<file path="config.mk">
export PLATFORM = sky130hd
export DESIGN_NAME = mem_access_unit
export DESIGN_NICKNAME = d
export VERILOG_FILES = /design/src/rtl/mem_pkg.sv /design/src/rtl/mem_lane_align.sv /design/src/rtl/mem_access_unit.sv
export SDC_FILE = /design/constraint.sdc
export NUM_CORES = 1
export LEC_CHECK = 0
export ABC_AREA = 0
export BUFFER_PORTS_ARGS = -buffer_cell sky130_fd_sc_hd__buf_2
export CORE_AREA = 8 8 156 158
export CTS_BUF_LIST = sky130_fd_sc_hd__clkbuf_8
export DETAILED_ROUTE_END_ITERATION = 8
export DIE_AREA = 0 0 164 166
export PLACE_DENSITY = 0.72
export REMOVE_ABC_BUFFERS = 1
export SKIP_LAST_GASP = 1
export SYNTH_ARGS = -nofsm -noshare
export SYNTH_HDL_FRONTEND = slang
export SYNTH_SLANG_ARGS = --single-unit
</file>
<file path="constraint.sdc">
create_clock -name clk -period 6.4 [get_ports clk]
set_clock_uncertainty 0.05 [all_clocks]
set_input_delay 1.28 -clock clk [delete_from_list [all_inputs] [get_ports clk]]
set_output_delay 1.28 -clock clk [all_outputs]
set_load 0.1 [all_outputs]
</file>
<file path="src/rtl/mem_pkg.sv">
// Shared encodings for the MEM-stage access unit: size codes, write-back
// select codes, FSM states and the alignment rule.
package mem_pkg;

    localparam logic [1:0] SZ_B = 2'b00;
    localparam logic [1:0] SZ_H = 2'b01;
    localparam logic [1:0] SZ_W = 2'b10;

    localparam logic [2:0] WSEL_ALU  = 3'd0;
    localparam logic [2:0] WSEL_DRAM = 3'd1;
    localparam logic [2:0] WSEL_PC4  = 3'd2;
    localparam logic [2:0] WSEL_EXT  = 3'd3;

    typedef enum logic {
        IDLE = 1'b0,
        BUSY = 1'b1
    } state_e;

    // Size code 2'b11 is handled as a word access.
    function automatic logic is_misaligned(input logic [1:0] size, input logic [1:0] addr_lo);
        logic mis;
        case (size)
            SZ_B:    mis = 1'b0;
            SZ_H:    mis = addr_lo[0];
            default: mis = (addr_lo != 2'b00);
        endcase
        return mis;
    endfunction

endpackage

</file>
<file path="src/rtl/mem_lane_align.sv">
// Byte-lane steering for stores and lane extraction plus extension for loads.
// Purely combinational.
module mem_lane_align
    import mem_pkg::*;
(
    input  logic [1:0]  size,
    input  logic [1:0]  addr_lo,
    input  logic [31:0] st_data,
    input  logic        is_unsigned,
    input  logic [31:0] rdata,
    output logic [3:0]  be,
    output logic [31:0] wdata,
    output logic [31:0] ld_data
);

    logic [7:0]  lane8;
    logic [15:0] lane16;

    // Store path: replicate the narrow datum across the word and enable only its lanes.
    always_comb begin
        be    = 4'b1111;
        wdata = st_data;
        case (size)
            SZ_B: begin
                be    = 4'b0001 << addr_lo;
                wdata = {4{st_data[7:0]}};
            end
            SZ_H: begin
                be    = addr_lo[1] ? 4'b1100 : 4'b0011;
                wdata = {2{st_data[15:0]}};
            end
            default: begin
                be    = 4'b1111;
                wdata = st_data;
            end
        endcase
    end

    // Load path: pick the addressed lane, then sign- or zero-extend.
    always_comb begin
        lane8   = rdata[{addr_lo, 3'b000} +: 8];
        lane16  = addr_lo[1] ? rdata[31:16] : rdata[15:0];
        ld_data = rdata;
        case (size)
            SZ_B:    ld_data = {{24{~is_unsigned & lane8[7]}}, lane8};
            SZ_H:    ld_data = {{16{~is_unsigned & lane16[15]}}, lane16};
            default: ld_data = rdata;
        endcase
    end

endmodule

</file>
<file path="src/rtl/mem_access_unit.sv">
// MEM-stage access unit: issues one data-memory bus transaction per load/store,
// stalls the front of the pipeline until ack, and owns the MEM/WB register.
//
// state | meaning
// IDLE  | no transaction outstanding; aligned memory op raises the stall and issues
// BUSY  | request registered on the bus, waiting for bus_ack
module mem_access_unit
    import mem_pkg::*;
(
    input  logic        clk,
    input  logic        rst,
    input  logic        have_inst_MEM,
    input  logic [31:0] MEM_C,
    input  logic [31:0] MEM_rD2,
    input  logic        MEM_dram_we,
    input  logic [1:0]  MEM_op,
    input  logic        MEM_rf_we,
    input  logic [2:0]  MEM_rf_wsel,
    input  logic [31:0] MEM_pc4,
    input  logic [31:0] MEM_ext,
    input  logic [31:0] MEM_inst,
    output logic        bus_req,
    output logic        bus_we,
    output logic [31:0] bus_addr,
    output logic [3:0]  bus_be,
    output logic [31:0] bus_wdata,
    input  logic        bus_ack,
    input  logic [31:0] bus_rdata,
    output logic        stall_mem,
    output logic        WB_rf_we,
    output logic [2:0]  WB_rf_wsel,
    output logic [4:0]  WB_wR,
    output logic [31:0] WB_wD,
    output logic [31:0] WB_pc4,
    output logic [31:0] WB_ext,
    output logic [31:0] WB_inst,
    output logic        have_inst_WB,
    output logic        misalign
);

    state_e      state_q, state_d;
    logic        req_q, req_d;
    logic        we_q, we_d;
    logic [31:0] addr_q, addr_d;
    logic [3:0]  be_q, be_d;
    logic [31:0] wdata_q, wdata_d;

    logic        wb_rf_we_q, wb_rf_we_d;
    logic [2:0]  wb_rf_wsel_q, wb_rf_wsel_d;
    logic [4:0]  wb_wr_q, wb_wr_d;
    logic [31:0] wb_wd_q, wb_wd_d;
    logic [31:0] wb_pc4_q, wb_pc4_d;
    logic [31:0] wb_ext_q, wb_ext_d;
    logic [31:0] wb_inst_q, wb_inst_d;
    logic        have_wb_q, have_wb_d;
    logic        misalign_q, misalign_d;

    logic        mem_op;
    logic        mis;
    logic        aligned_op;
    logic        stall;
    logic [3:0]  st_be;
    logic [31:0] st_wdata;
    logic [31:0] ld_data;
    logic [31:0] wd_sel;

    mem_lane_align u_lane (
        .size        (MEM_op),
        .addr_lo     (MEM_C[1:0]),
        .st_data     (MEM_rD2),
        .is_unsigned (MEM_inst[14]),
        .rdata       (bus_rdata),
        .be          (st_be),
        .wdata       (st_wdata),
        .ld_data     (ld_data)
    );

    // Classify the MEM slot and derive the combinational stall.
    // stall is forced low under reset so every output reads 0 while rst is high.
    always_comb begin
        mem_op     = have_inst_MEM & (MEM_dram_we | (MEM_rf_wsel == WSEL_DRAM));
        mis        = is_misaligned(MEM_op, MEM_C[1:0]);
        aligned_op = mem_op & ~mis;
        stall      = ~rst & (((state_q == IDLE) & aligned_op) |
                             ((state_q == BUSY) & ~bus_ack));
    end

    // Write-back data select; DRAM data is only meaningful in the ack cycle.
    always_comb begin
        wd_sel = MEM_C;
        case (MEM_rf_wsel)
            WSEL_DRAM: wd_sel = ld_data;
            WSEL_ALU:  wd_sel = MEM_C;
            WSEL_PC4:  wd_sel = MEM_pc4;
            WSEL_EXT:  wd_sel = MEM_ext;
            default:   wd_sel = MEM_C;
        endcase
    end

    // Next state and request registers; request fields are frozen for the whole BUSY period.
    always_comb begin
        state_d = state_q;
        req_d   = req_q;
        we_d    = we_q;
        addr_d  = addr_q;
        be_d    = be_q;
        wdata_d = wdata_q;
        case (state_q)
            IDLE: begin
                if (aligned_op) begin
                    state_d = BUSY;
                    req_d   = 1'b1;
                    we_d    = MEM_dram_we;
                    addr_d  = {MEM_C[31:2], 2'b00};
                    be_d    = MEM_dram_we ? st_be : 4'b1111;
                    wdata_d = MEM_dram_we ? st_wdata : 32'h0;
                end
            end
            BUSY: begin
                if (bus_ack) begin
                    state_d = IDLE;
                    req_d   = 1'b0;
                    we_d    = 1'b0;
                    addr_d  = 32'h0;
                    be_d    = 4'b0000;
                    wdata_d = 32'h0;
                end
            end
            default: state_d = IDLE;
        endcase
    end

    // MEM/WB register input: a bubble while stalled, otherwise the MEM slot.
    // A misaligned access still retires but must not write the register file.
    always_comb begin
        wb_rf_we_d   = 1'b0;
        wb_rf_wsel_d = 3'd0;
        wb_wr_d      = 5'd0;
        wb_wd_d      = 32'h0;
        wb_pc4_d     = 32'h0;
        wb_ext_d     = 32'h0;
        wb_inst_d    = 32'h0;
        have_wb_d    = 1'b0;
        misalign_d   = (state_q == IDLE) & mem_op & mis;
        if (!stall) begin
            wb_rf_we_d   = have_inst_MEM & MEM_rf_we & ~(mem_op & mis);
            wb_rf_wsel_d = MEM_rf_wsel;
            wb_wr_d      = MEM_inst[11:7];
            wb_wd_d      = wd_sel;
            wb_pc4_d     = MEM_pc4;
            wb_ext_d     = MEM_ext;
            wb_inst_d    = MEM_inst;
            have_wb_d    = have_inst_MEM;
        end
    end

    // State, request and MEM/WB flops.
    always_ff @(posedge clk or posedge rst) begin
        if (rst) begin
            state_q      <= IDLE;
            req_q        <= 1'b0;
            we_q         <= 1'b0;
            addr_q       <= 32'h0;
            be_q         <= 4'b0000;
            wdata_q      <= 32'h0;
            wb_rf_we_q   <= 1'b0;
            wb_rf_wsel_q <= 3'd0;
            wb_wr_q      <= 5'd0;
            wb_wd_q      <= 32'h0;
            wb_pc4_q     <= 32'h0;
            wb_ext_q     <= 32'h0;
            wb_inst_q    <= 32'h0;
            have_wb_q    <= 1'b0;
            misalign_q   <= 1'b0;
        end else begin
            state_q      <= state_d;
            req_q        <= req_d;
            we_q         <= we_d;
            addr_q       <= addr_d;
            be_q         <= be_d;
            wdata_q      <= wdata_d;
            wb_rf_we_q   <= wb_rf_we_d;
            wb_rf_wsel_q <= wb_rf_wsel_d;
            wb_wr_q      <= wb_wr_d;
            wb_wd_q      <= wb_wd_d;
            wb_pc4_q     <= wb_pc4_d;
            wb_ext_q     <= wb_ext_d;
            wb_inst_q    <= wb_inst_d;
            have_wb_q    <= have_wb_d;
            misalign_q   <= misalign_d;
        end
    end

    assign bus_req      = req_q;
    assign bus_we       = we_q;
    assign bus_addr     = addr_q;
    assign bus_be       = be_q;
    assign bus_wdata    = wdata_q;
    assign stall_mem    = stall;
    assign WB_rf_we     = wb_rf_we_q;
    assign WB_rf_wsel   = wb_rf_wsel_q;
    assign WB_wR        = wb_wr_q;
    assign WB_wD        = wb_wd_q;
    assign WB_pc4       = wb_pc4_q;
    assign WB_ext       = wb_ext_q;
    assign WB_inst      = wb_inst_q;
    assign have_inst_WB = have_wb_q;
    assign misalign     = misalign_q;

endmodule

</file>
==> impl_metrics.csv, run 1 <==
group,metric,value,unit
synth,post_synth.cell_area_avg,10.36,um2
clock_tree,cts.repair.resized,0,
drt,drcViolationCount,0,
synth,syn_inst,839,
place,port_buffers,410,
pwr,p_per_area,390.7,nW/um2
pwr,max-vdd-ir-drop,0.2247,mV
timing,period_share,70.53,%
timing,rsz0062_at_grt,"false",
pwr,p_switching,0.002120,W
place,dp_hpwl,24360,um
global_route,grt_pass1_vias,8578,
critical_path,cp-start-kind,"primary input",
clock_tree,clkSinkCount,203,
drt,drt-initial-drc-count,594,
timing,setup_tns,0,ps
critical_path,crit_slowest_cell,"nor3b_4",
pwr,internal_power,0.002431,W
hold_path,min_path_type,"reg -> reg",
pwr,power_frac_seq,33.0,%
synth,ys_async_sr_fraction,100.0,%
clock_tree,post_cts_buffers,0,
critical_path,cpPeakStageDelay,650,ps
clock_tree,worstSkewPairLatency,520,ps
timing,finalSetupViolCount,0,
floorplan,die_area,27220,um2
clock_tree,htreeDepth,2,
clock_tree,path_clk_slew,50,ps
timing,maxSlewHeadroom,24.65,%
synth,ys.warnings.count,0,
synth,yosysSeqAreaShare,58.46,%
pwr,combPwrFrac,39.5,%
hold_path,whs_path_depth,2,
job,max_cap_violations,0,
clock_tree,ctsLongestPathBuffers,3,
drt,wl_per_cell,22.03,um
critical_path,required,5070,ps
critical_path,arrival,3180,ps
pwr,finalPower,0.004551,W
synth,yosys_register_bits,203,
outcome,outcome,"completed",
global_route,gr-total-overflow,0,
drt,drt_first_pass_iters,5,
clock_tree,cts_tree,"done",
place,place_worst_setup_slack,1798,ps
global_route,grt_pass1_wl,50230,um
synth,synth_flop_cell,"dfrtp_1",
timing,worstMarginPinSlew,1130,ps
floorplan,die_h,166,um
floorplan,coreArea,22090,um2
critical_path,path_max_fanout,9,
final_layout,syn2layout_area_growth,34.07,%
critical_path,path_class,"in -> out",
global_route,antenna_found_initial,5,
drt,route.antenna.remaining_nets,0,
final_layout,mostFrequentLayoutCells,"buf_2 (409), dfrtp_1 (203), nor2_1 (82)",
critical_path,critPathBufInv,2,
critical_path,critPathCaptureType,"output pin",
final_layout,layout.nets,1430,
clock_tree,ctsHoldBuffers,0,
drt,routed_via_density,5.189,
timing,fmax,221.5,MHz
synth,netlist_area,8690,um2
floorplan,io_pins,413,
timing,min_period,4514,ps
final_layout,multi_input_area,3161,um2
critical_path,cp_cell_sequence,"buf_2 > nor3b_4 > o21ai_1 > or3_2 > a21oi_4 > buf_12",
pwr,switching_share,46.58,%
pwr,clockPowerShare,27.5,%
timing,setup_ws,1886,ps
global_route,track_usage,24.00,%
final_layout,drive_gt1_share,39.15,%
floorplan,rows,55,
final_layout,nFillCells,2038,
final_layout,mostFrequentLayoutCell,"buf_2",
synth,synth_edf_count,0,
floorplan,fp.dieW,164,um
drt,wirelength,33840,um
critical_path,r2r_cells,5,
synth,netlist-cell-type-count,40,
pwr,total_leakage_power,6.172,nW
place,finalWeightedCongestion,0.8318,
drt,vias,7971,
global_route,grt_start_max_net_pins,157,
timing,hold_violations,0,
floorplan,start_util,39.34,%
clock_tree,cts_buffers,36,
critical_path,cp.depth,6,
critical_path,worst_path_dominant_cell_family,"simple AND/OR/NAND/NOR gates",
clock_tree,cts_root_buf,"clkbuf_8",
timing,slew_violations,0,
final_layout,final-seq-area,5080,um2
==> path summary, 6_finish.rpt <==
kind                                 from             to  slack, ps
setup / recovery           MEM_rf_wsel[1]      stall_mem       1890
hold / removal                    bus_req        bus_req        420
setup reg to reg                  state_q      WB_wD[30]       3530
hold reg to reg                   bus_req        bus_req        420
max in group asynchronous             rst  WB_rf_wsel[2]       4050
min in group asynchronous             rst     WB_ext[26]       1010
==> synth_stat cells (17+ instances only) <==
cell	n	area [um2]
dfrtp_1	203	5080
nor2_1	84	315.3
nand2_1	80	300.3
nor2b_1	74	462.9
a21oi_1	50	250.2
nand3_1	42	210.2
clkbuf_1	41	153.9
inv_1	35	131.4
mux2i_1	34	340.3
nor3_1	18	90.09
a211oi_1	17	127.6
a221oi_1	17	148.9
==> sequential cells by signal (all words and copies together), names as in the netlist, 3 cells and up <==
name	flops
WB_ext	32
WB_inst	32
WB_pc4	32
WB_rf_wsel	3
WB_wD	32
bus_addr	30
bus_be	4
bus_wdata	32
==> metrics by stage <==
stage	hold slack [ps]	utilization, %	instances	instance area [um2]
final	418.6	52.74	1536	11650
after global routing	451.0	52.74	1536	11650
after CTS	424.1	52.72	1534	11640
after detailed placement	410.7	49.35	1474	10900
after global placement	407.4	49.35	1474	10900
after floorplan	437.8	-	766	8348
==> layer usage <==
metal | track usage, % | part of all wire [%] | up-vias
met5 | 0 | 0.12 | -
li1 | - | - | 3640
met4 | 8.541 | 2.9 | 6
met2 | 41.18 | 50 | 423
met1 | 27.29 | 37 | 3823
met3 | 7.957 | 10 | 79
==> worst register-to-register path, cell delays in order (launching register included) <==
cell and delay (ps):
dfrtp_1 460, or3_2 550, a21oi_4 190, buf_4 650, buf_4 630, a211oi_1 160
==> power groups by stage <==
| stage | combinational [W] | sequential [W] | clock [W] |
|---|---|---|---|
| 6_report | 0.00180 | 0.00150 | 0.00125 |
| 3_5_place_dp | 0.00181 | 0.00152 | 0 |
| 3_3_place_gp | 0.00180 | 0.00152 | 0 |
| 5_1_grt | 0.00186 | 0.00152 | 0.00133 |
| 2_1_floorplan | 0.000243 | 0.00268 | 0 |
| 4_1_cts | 0.00181 | 0.00150 | 0.00129 |
==> cell families (layout without fill, tap and decap cells) <==
| kind of cell | after synthesis | in the layout | synth area share [%] |
|---|---|---|---|
| and+or+nand+nor | 321 | 321 | 17.98 |
| DFF | 203 | 203 | 58.46 |
| AOI/OAI and AO/OA | 170 | 170 | 13.85 |
| buffers and inverters | 109 | 518 | 5.486 |
| muxes | 35 | 35 | 4.176 |
| other | 1 | 4 | 0.04316 |
==> area by class of cell <==
cell class	count	area share (%)
flip-flops and latches	203	43.60
multi-input cells	528	27.13
repair buffers	423	18.58
clock buffers	46	5.434
well taps	285	3.061
inverters	35	1.192
clock inverters	14	0.9559
diodes	2	0.04296
(Power assumes the default switching activity.)
==> inputs of run 2 (changes only) <==
--- a/config.mk
+++ b/config.mk
@@ -5,12 +5,12 @@
 export SDC_FILE = /design/constraint.sdc
 export NUM_CORES = 1
 export LEC_CHECK = 0
-export ABC_AREA = 0
+export ABC_AREA = 1
 export BUFFER_PORTS_ARGS = -buffer_cell sky130_fd_sc_hd__buf_2
-export CORE_AREA = 8 8 156 158
+export CORE_AREA = 8 8 153 155
 export CTS_BUF_LIST = sky130_fd_sc_hd__clkbuf_8
 export DETAILED_ROUTE_END_ITERATION = 8
-export DIE_AREA = 0 0 164 166
+export DIE_AREA = 0 0 161 163
 export PLACE_DENSITY = 0.72
 export REMOVE_ABC_BUFFERS = 1
 export SKIP_LAST_GASP = 1
==> constraint.sdc (replaced) <==
create_clock -name clk -period 4.35 [get_ports clk]
set_clock_uncertainty 0.05 [all_clocks]
set_input_delay 0.87 -clock clk [delete_from_list [all_inputs] [get_ports clk]]
set_output_delay 0.87 -clock clk [all_outputs]
set_load 0.1 [all_outputs]
==> run 2 against run 1 <==
Net effect: non-clock buffer count fell by 2; core utilization rose by 3.3 points; power up 43%; first-iteration DRC count decreased by 4.9%; worst setup slack worse by 750 ps; area after synthesis is 0.78% higher; critical path depth is 3 higher; count of clock-buffer cells in the layout fell by 4; sequential share of layout area fell by 0.10 points; sequential power increased by 47%; wire length down 1.1%; register-to-register slack worse by 1700 ps; largest cell class unchanged; highest routed layer unchanged.
==> impl_metrics.csv, run 2 <==
group,metric,value,unit
timing,fmax,311.1,MHz
synth,ys_async_sr_fraction,100.0,%
drt,vias,8571,
drt,drt_first_pass_iters,5,
clock_tree,cts_buffers,34,
global_route,met1_usage,28.35,%
synth,synth_xor_area_share,0,%
global_route,antenna_found_initial,20,
synth,post_synth.cell_area_avg,8.261,um2
final_layout,multi_input_area,2780,um2
timing,rsz0062_at_grt,"false",
timing,finalSetupViolCount,0,
timing,min_period,3214,ps
global_route,grt_start_max_net_pins,151,
place,post_dp_cell_area,10980,um2
final_layout,design_area,11680,um2
global_route,grt_pass1_vias,8729,
job,max_cap_violations,0,
final_layout,layout.nets,1666,
clock_tree,cts_tree,"done",
critical_path,cp-start-kind,"primary input",
global_route,track_usage,24.51,%
critical_path,critPathCaptureType,"output pin",
synth,yosysSeqAreaShare,58.01,%
critical_path,cpPeakStageDelay,450,ps
floorplan,coreArea,20820,um2
critical_path,cp_cell_sequence,"buf_2 > nor2_4 > inv_2 > nand2_1 > nand2_1 > o21bai_2 > nand2_1 > clkinv_2 > buf_12",
global_route,grtUsageMet2,40.57,%
synth,netlist_area,8757,um2
synth,synth_adder_area_share,0,%
place,place_worst_setup_slack,800.1,ps
clock_tree,post_cts_buffers,0,
drt,route.antenna.remaining_nets,0,
clock_tree,clkSinkCount,203,
floorplan,io_pins,413,
drt,drcViolationCount,0,
final_layout,syn2layout_area_growth,33.35,%
critical_path,arrival,2290,ps
synth,synth_common_cells,"nand2_1 (275), dfrtp_1 (203), nor2_1 (171)",
floorplan,rows,53,
global_route,grt_pass1_wl,49910,um
pwr,total_leakage_power,6.819,nW
final_layout,mostFrequentLayoutCells,"buf_2 (409), nand2_1 (275), dfrtp_1 (203)",
synth,netlist-cell-type-count,26,
final_layout,drive_gt1_share,32.41,%
pwr,p_per_area,558.0,nW/um2
clock_tree,htreeDepth,2,
synth,synth.area.top_cells,"dfrtp_1 (58%), nand2_1 (12%), nor2_1 (7.3%), inv_1 (6.6%), o21ai_0 (4.3%)",
synth,yosysTopAreaCell,"dfrtp_1",
timing,maxSlewHeadroom,24.77,%
critical_path,crit_slowest_cell,"buf_2",
timing,worstMarginPinSlew,1125,ps
drt,wl_per_cell,18.88,um
final_layout,final-seq-area,5080,um2
hold_path,min_path_type,"in -> async",
critical_path,required,3430,ps
synth,synth_flop_cell,"dfrtp_1",
critical_path,worst_path_dominant_cell_family,"buffers and inverters",
clock_tree,path_clk_slew,60,ps
drt,wirelength,33480,um
synth,synth.top_cell.area_share,58.01,%
synth,synth_top_family_by_area,"simple AND/OR/NAND/NOR gates",
synth,yosysMostFrequentCell,"nand2_1",
place,port_buffers,410,
place,dp_hpwl,25850,um
final_layout,nFillCells,1968,
critical_path,path_class,"in -> out",
clock_tree,cts_root_buf,"clkbuf_8",
synth,yosys_register_bits,203,
synth,synth_compound_area_share,10.32,%
final_layout,mostFrequentLayoutCell,"buf_2",
place,finalWeightedCongestion,0.8471,
clock_tree,worstSkewPairLatency,500,ps
global_route,met3_usage,8.114,%
clock_tree,ctsLongestPathBuffers,3,
floorplan,die_h,163,um
critical_path,critPathBufInv,4,
synth,ys.warnings.count,0,
synth,synth_simple_gate_area_share,21.22,%
timing,fin_hold_ws,320.8,ps
floorplan,fp.dieW,161,um
timing,hold_violations,0,
synth,synth_edf_count,0,
clock_tree,ctsHoldBuffers,0,
critical_path,path_max_fanout,31,
critical_path,crit_path_frequent_cell,"nand2_1",
global_route,gr-total-overflow,0,
drt,drt-initial-drc-count,565,
outcome,outcome,"completed",
drt,routed_via_density,4.834,
pwr,finalPower,0.006515,W
floorplan,start_util,42.06,%
pwr,max-vdd-ir-drop,0.2955,mV
timing,period_share,73.88,%
timing,slew_violations,0,
synth,syn_inst,1060,
synth,synthMuxAreaShare,0,%
clock_tree,cts.repair.resized,0,
global_route,gr-max-usage-layer,"met2",
timing,setup_ws,1136,ps
floorplan,die_area,26240,um2
## run 2: worst paths after layout
kind,start,to,slack [ps],depth (start not counted)
worst max-delay path,MEM_op[1],stall_mem,1140,9
worst min-delay path,rst,WB_pc4[1],320,2
worst max register to register,state_q,bus_wdata[7],1860,8
worst min register to register,bus_addr[7],bus_addr[7],420,2
max in group asynchronous,rst,bus_addr[23],2730,3
min in group clk,bus_addr[7],bus_addr[7],420,2
## run 2: metal layers
| layer | wire length, um | up-vias |
|---|---|---|
| met5 | 73 | - |
| met4 | 1212 | 12 |
| met3 | 3067 | 84 |
| met2 | 16440 | 446 |
| met1 | 12680 | 3982 |
| li1 | - | 4047 |
## run 2: cell families (layout without fill, tap and decap cells)
logic type / after synthesis / count (layout)
compound gates: 163 / 163
buf+inv: 215 / 638
flops: 203 / 203
other cells: 1 / 16
simple gates: 478 / 478
## run 2: worst reg2reg max path: stages (launching register included)
cell     delay, ps
dfrtp_1        420
inv_1           90
nand2_1        110
nor2_4         260
inv_2           70
buf_4          230
nor2_1         540
inv_1          360
o21ai_0        280
## run 2: stage by stage
stage          setup TNS [ps]  std cells  util [%]
2_1_floorplan        -1008170       1006         -
3_3_place_gp                0       1702     52.71
3_5_place_dp                0       1702     52.71
4_1_cts                     0       1759     55.91
5_1_grt                     0       1773     56.08
6_report                    0       1773     56.08
## run 2: area by class of cell
class                   count  share of cell area, %
repair buffers            421                  18.51
inverters                 160                  5.218
clock buffers              42                  4.950
clock inverters            15                 0.7607
diodes                     14                 0.3000
flip-flops and latches    203                  43.50
multi-input cells         643                  23.81
well taps                 275                  2.947
## run 2: where the power goes
group | total [W] | internal, W | switching, W
logic | 0.00262 | 0.000363 | 0.00226
registers | 0.00221 | 0.00211 | 0.000101
clock network | 0.00168 | 0.000926 | 0.000756
total | 0.00652 | 0.00340 | 0.00311
==> inputs of run 3 (changes only) <==
--- a/config.mk
+++ b/config.mk
@@ -5,13 +5,13 @@
 export SDC_FILE = /design/constraint.sdc
 export NUM_CORES = 1
 export LEC_CHECK = 0
-export ABC_AREA = 1
+export ABC_AREA = 0
 export BUFFER_PORTS_ARGS = -buffer_cell sky130_fd_sc_hd__buf_2
-export CORE_AREA = 8 8 153 155
+export CORE_AREA = 8 8 152 154
 export CTS_BUF_LIST = sky130_fd_sc_hd__clkbuf_8
 export DETAILED_ROUTE_END_ITERATION = 8
-export DIE_AREA = 0 0 161 163
-export PLACE_DENSITY = 0.72
+export DIE_AREA = 0 0 160 162
+export PLACE_DENSITY = 0.73
 export REMOVE_ABC_BUFFERS = 1
 export SKIP_LAST_GASP = 1
 export SYNTH_ARGS = -nofsm -noshare
==> constraint.sdc (replaced) <==
create_clock -name clk -period 3.1 [get_ports clk]
set_clock_uncertainty 0.05 [all_clocks]
set_input_delay 0.62 -clock clk [delete_from_list [all_inputs] [get_ports clk]]
set_output_delay 0.62 -clock clk [all_outputs]
set_load 0.1 [all_outputs]
==> run 3 against run 2 <==
Net effect: die area fell by 1.2%; wire length rose by 3.4%; via count fell by 5.2%; hold slack got worse by 100 ps; sequential power rose by 41%; largest power group unchanged; critical endpoint unchanged; non-clock buffer count rose by 17; final cell count fell by 13%.
==> impl_metrics.csv, run 3 (synthesized netlist as in run 1, its figures left out) <==
group,metric,value,unit
outcome,outcome,"completed",
final_layout,mostFrequentLayoutCell,"buf_2",
place,dp_hpwl,25450,um
clock_tree,cts.repair.resized,0,
floorplan,io_pins,413,
critical_path,arrival,2110,ps
drt,drcViolationCount,0,
drt,wirelength,34620,um
final_layout,design_area,11760,um2
floorplan,die_area,25920,um2
place,place_worst_setup_slack,319.5,ps
drt,vias,8125,
global_route,gr-total-overflow,0,
final_layout,multi_input_area,3161,um2
clock_tree,htreeDepth,2,
global_route,grt_pass1_vias,8426,
timing,period_share,89.64,%
clock_tree,cts_root_buf,"clkbuf_8",
job,max_cap_violations,0,
final_layout,finalNonFillerCells,1546,
timing,rsz0062_at_grt,"false",
floorplan,fp.dieW,160,um
timing,fin_hold_ws,220.2,ps
timing,finalSetupViolCount,0,
final_layout,layout.nets,1445,
clock_tree,worstSkewPairLatency,510,ps
pwr,max-vdd-ir-drop,0.5036,mV
drt,drt_first_pass_iters,7,
drt,drt-initial-drc-count,527,
clock_tree,cts_tree,"done",
drt,routed_via_density,5.255,
clock_tree,ctsHoldBuffers,0,
timing,hold_violations,0,
clock_tree,cts_buffers,36,
final_layout,syn2layout_area_growth,35.36,%
drt,route.antenna.remaining_nets,0,
timing,slew_violations,0,
critical_path,critPathCaptureType,"output pin",
critical_path,required,2430,ps
global_route,grt_start_max_net_pins,134,
critical_path,cp-start-kind,"primary input",
global_route,track_usage,25.68,%
clock_tree,path_clk_slew,60,ps
place,post_dp_cell_area,11060,um2
clock_tree,ctsLongestPathBuffers,3,
hold_path,min_path_type,"in -> async",
final_layout,mostFrequentLayoutCells,"buf_2 (409), dfrtp_1 (203), nor2_1 (82)",
final_layout,drive_gt1_share,39.49,%
floorplan,die_h,162,um
drt,wl_per_cell,22.39,um
timing,setup_ws,321.3,ps
clock_tree,post_cts_buffers,0,
pwr,finalPower,0.009222,W
floorplan,rows,53,
global_route,grt_pass1_wl,51150,um
pwr,total_leakage_power,6.258,nW
final_layout,final-seq-area,5080,um2
timing,min_period,2779,ps
final_layout,nFillCells,1811,
critical_path,path_class,"in -> out",
timing,worstMarginPinSlew,1020,ps
pwr,p_per_area,784.0,nW/um2
floorplan,start_util,42.00,%
clock_tree,clkSinkCount,203,
place,port_buffers,410,
place,finalWeightedCongestion,0.8098,
global_route,antenna_found_initial,8,
timing,fmax,359.9,MHz
critical_path,path_max_fanout,2,
timing,maxSlewHeadroom,31.75,%
place,dp_cells,1479,
floorplan,coreArea,20690,um2
## run 3: layout make-up
class / count / area share, %
Tap cell: 275 / 2.925
Timing Repair Buffer: 438 / 19.89
Clock buffer: 42 / 4.914
Clock inverter: 20 / 0.9254
Antenna cell: 5 / 0.1064
Inverter: 35 / 1.181
Multi-Input combinational cell: 528 / 26.87
Sequential cell: 203 / 43.19
## run 3: path summary, 6_finish.rpt
path	start	to	slack, ps	depth (start not counted)
worst max-delay path	MEM_rf_wsel[1]	stall_mem	320	6
worst min-delay path	rst	WB_wD[0]	220	2
worst max register to register	state_q	WB_wD[9]	900	4
worst min register to register	bus_wdata[22]	bus_wdata[22]	440	1
max in group asynchronous	rst	WB_pc4[14]	2100	3
min in group clk	MEM_C[8]	bus_addr[8]	270	3
## run 3: critical path: stages
cell     delay (ps)
buf_2           120
nor3b_4         310
o21ai_1         130
or3_2           510
a21oi_4         210
buf_12          200
## run 3: report_power, final
group / internal [W] / total [W] / switching [W]
registers: 0.00297 / 0.00311 / 0.000137
clock network: 0.00131 / 0.00238 / 0.00106
logic: 0.000581 / 0.00374 / 0.00316
## run 3: per-stage QoR
step	utilization [%]	TNS, ps
after detailed placement	53.47	0
after global routing	56.85	0
after floorplan	-	-928470
final	56.85	0
after global placement	53.47	0
after CTS	56.79	0
## run 3: metal layers
metal,GRT usage [%],vias up,part of all wire (%)
li1,-,3679,-
met1,29.57,3940,38
met2,43.72,431,50
met3,8.909,69,9.7
met4,9.303,6,2.8
met5,0,-,0.081
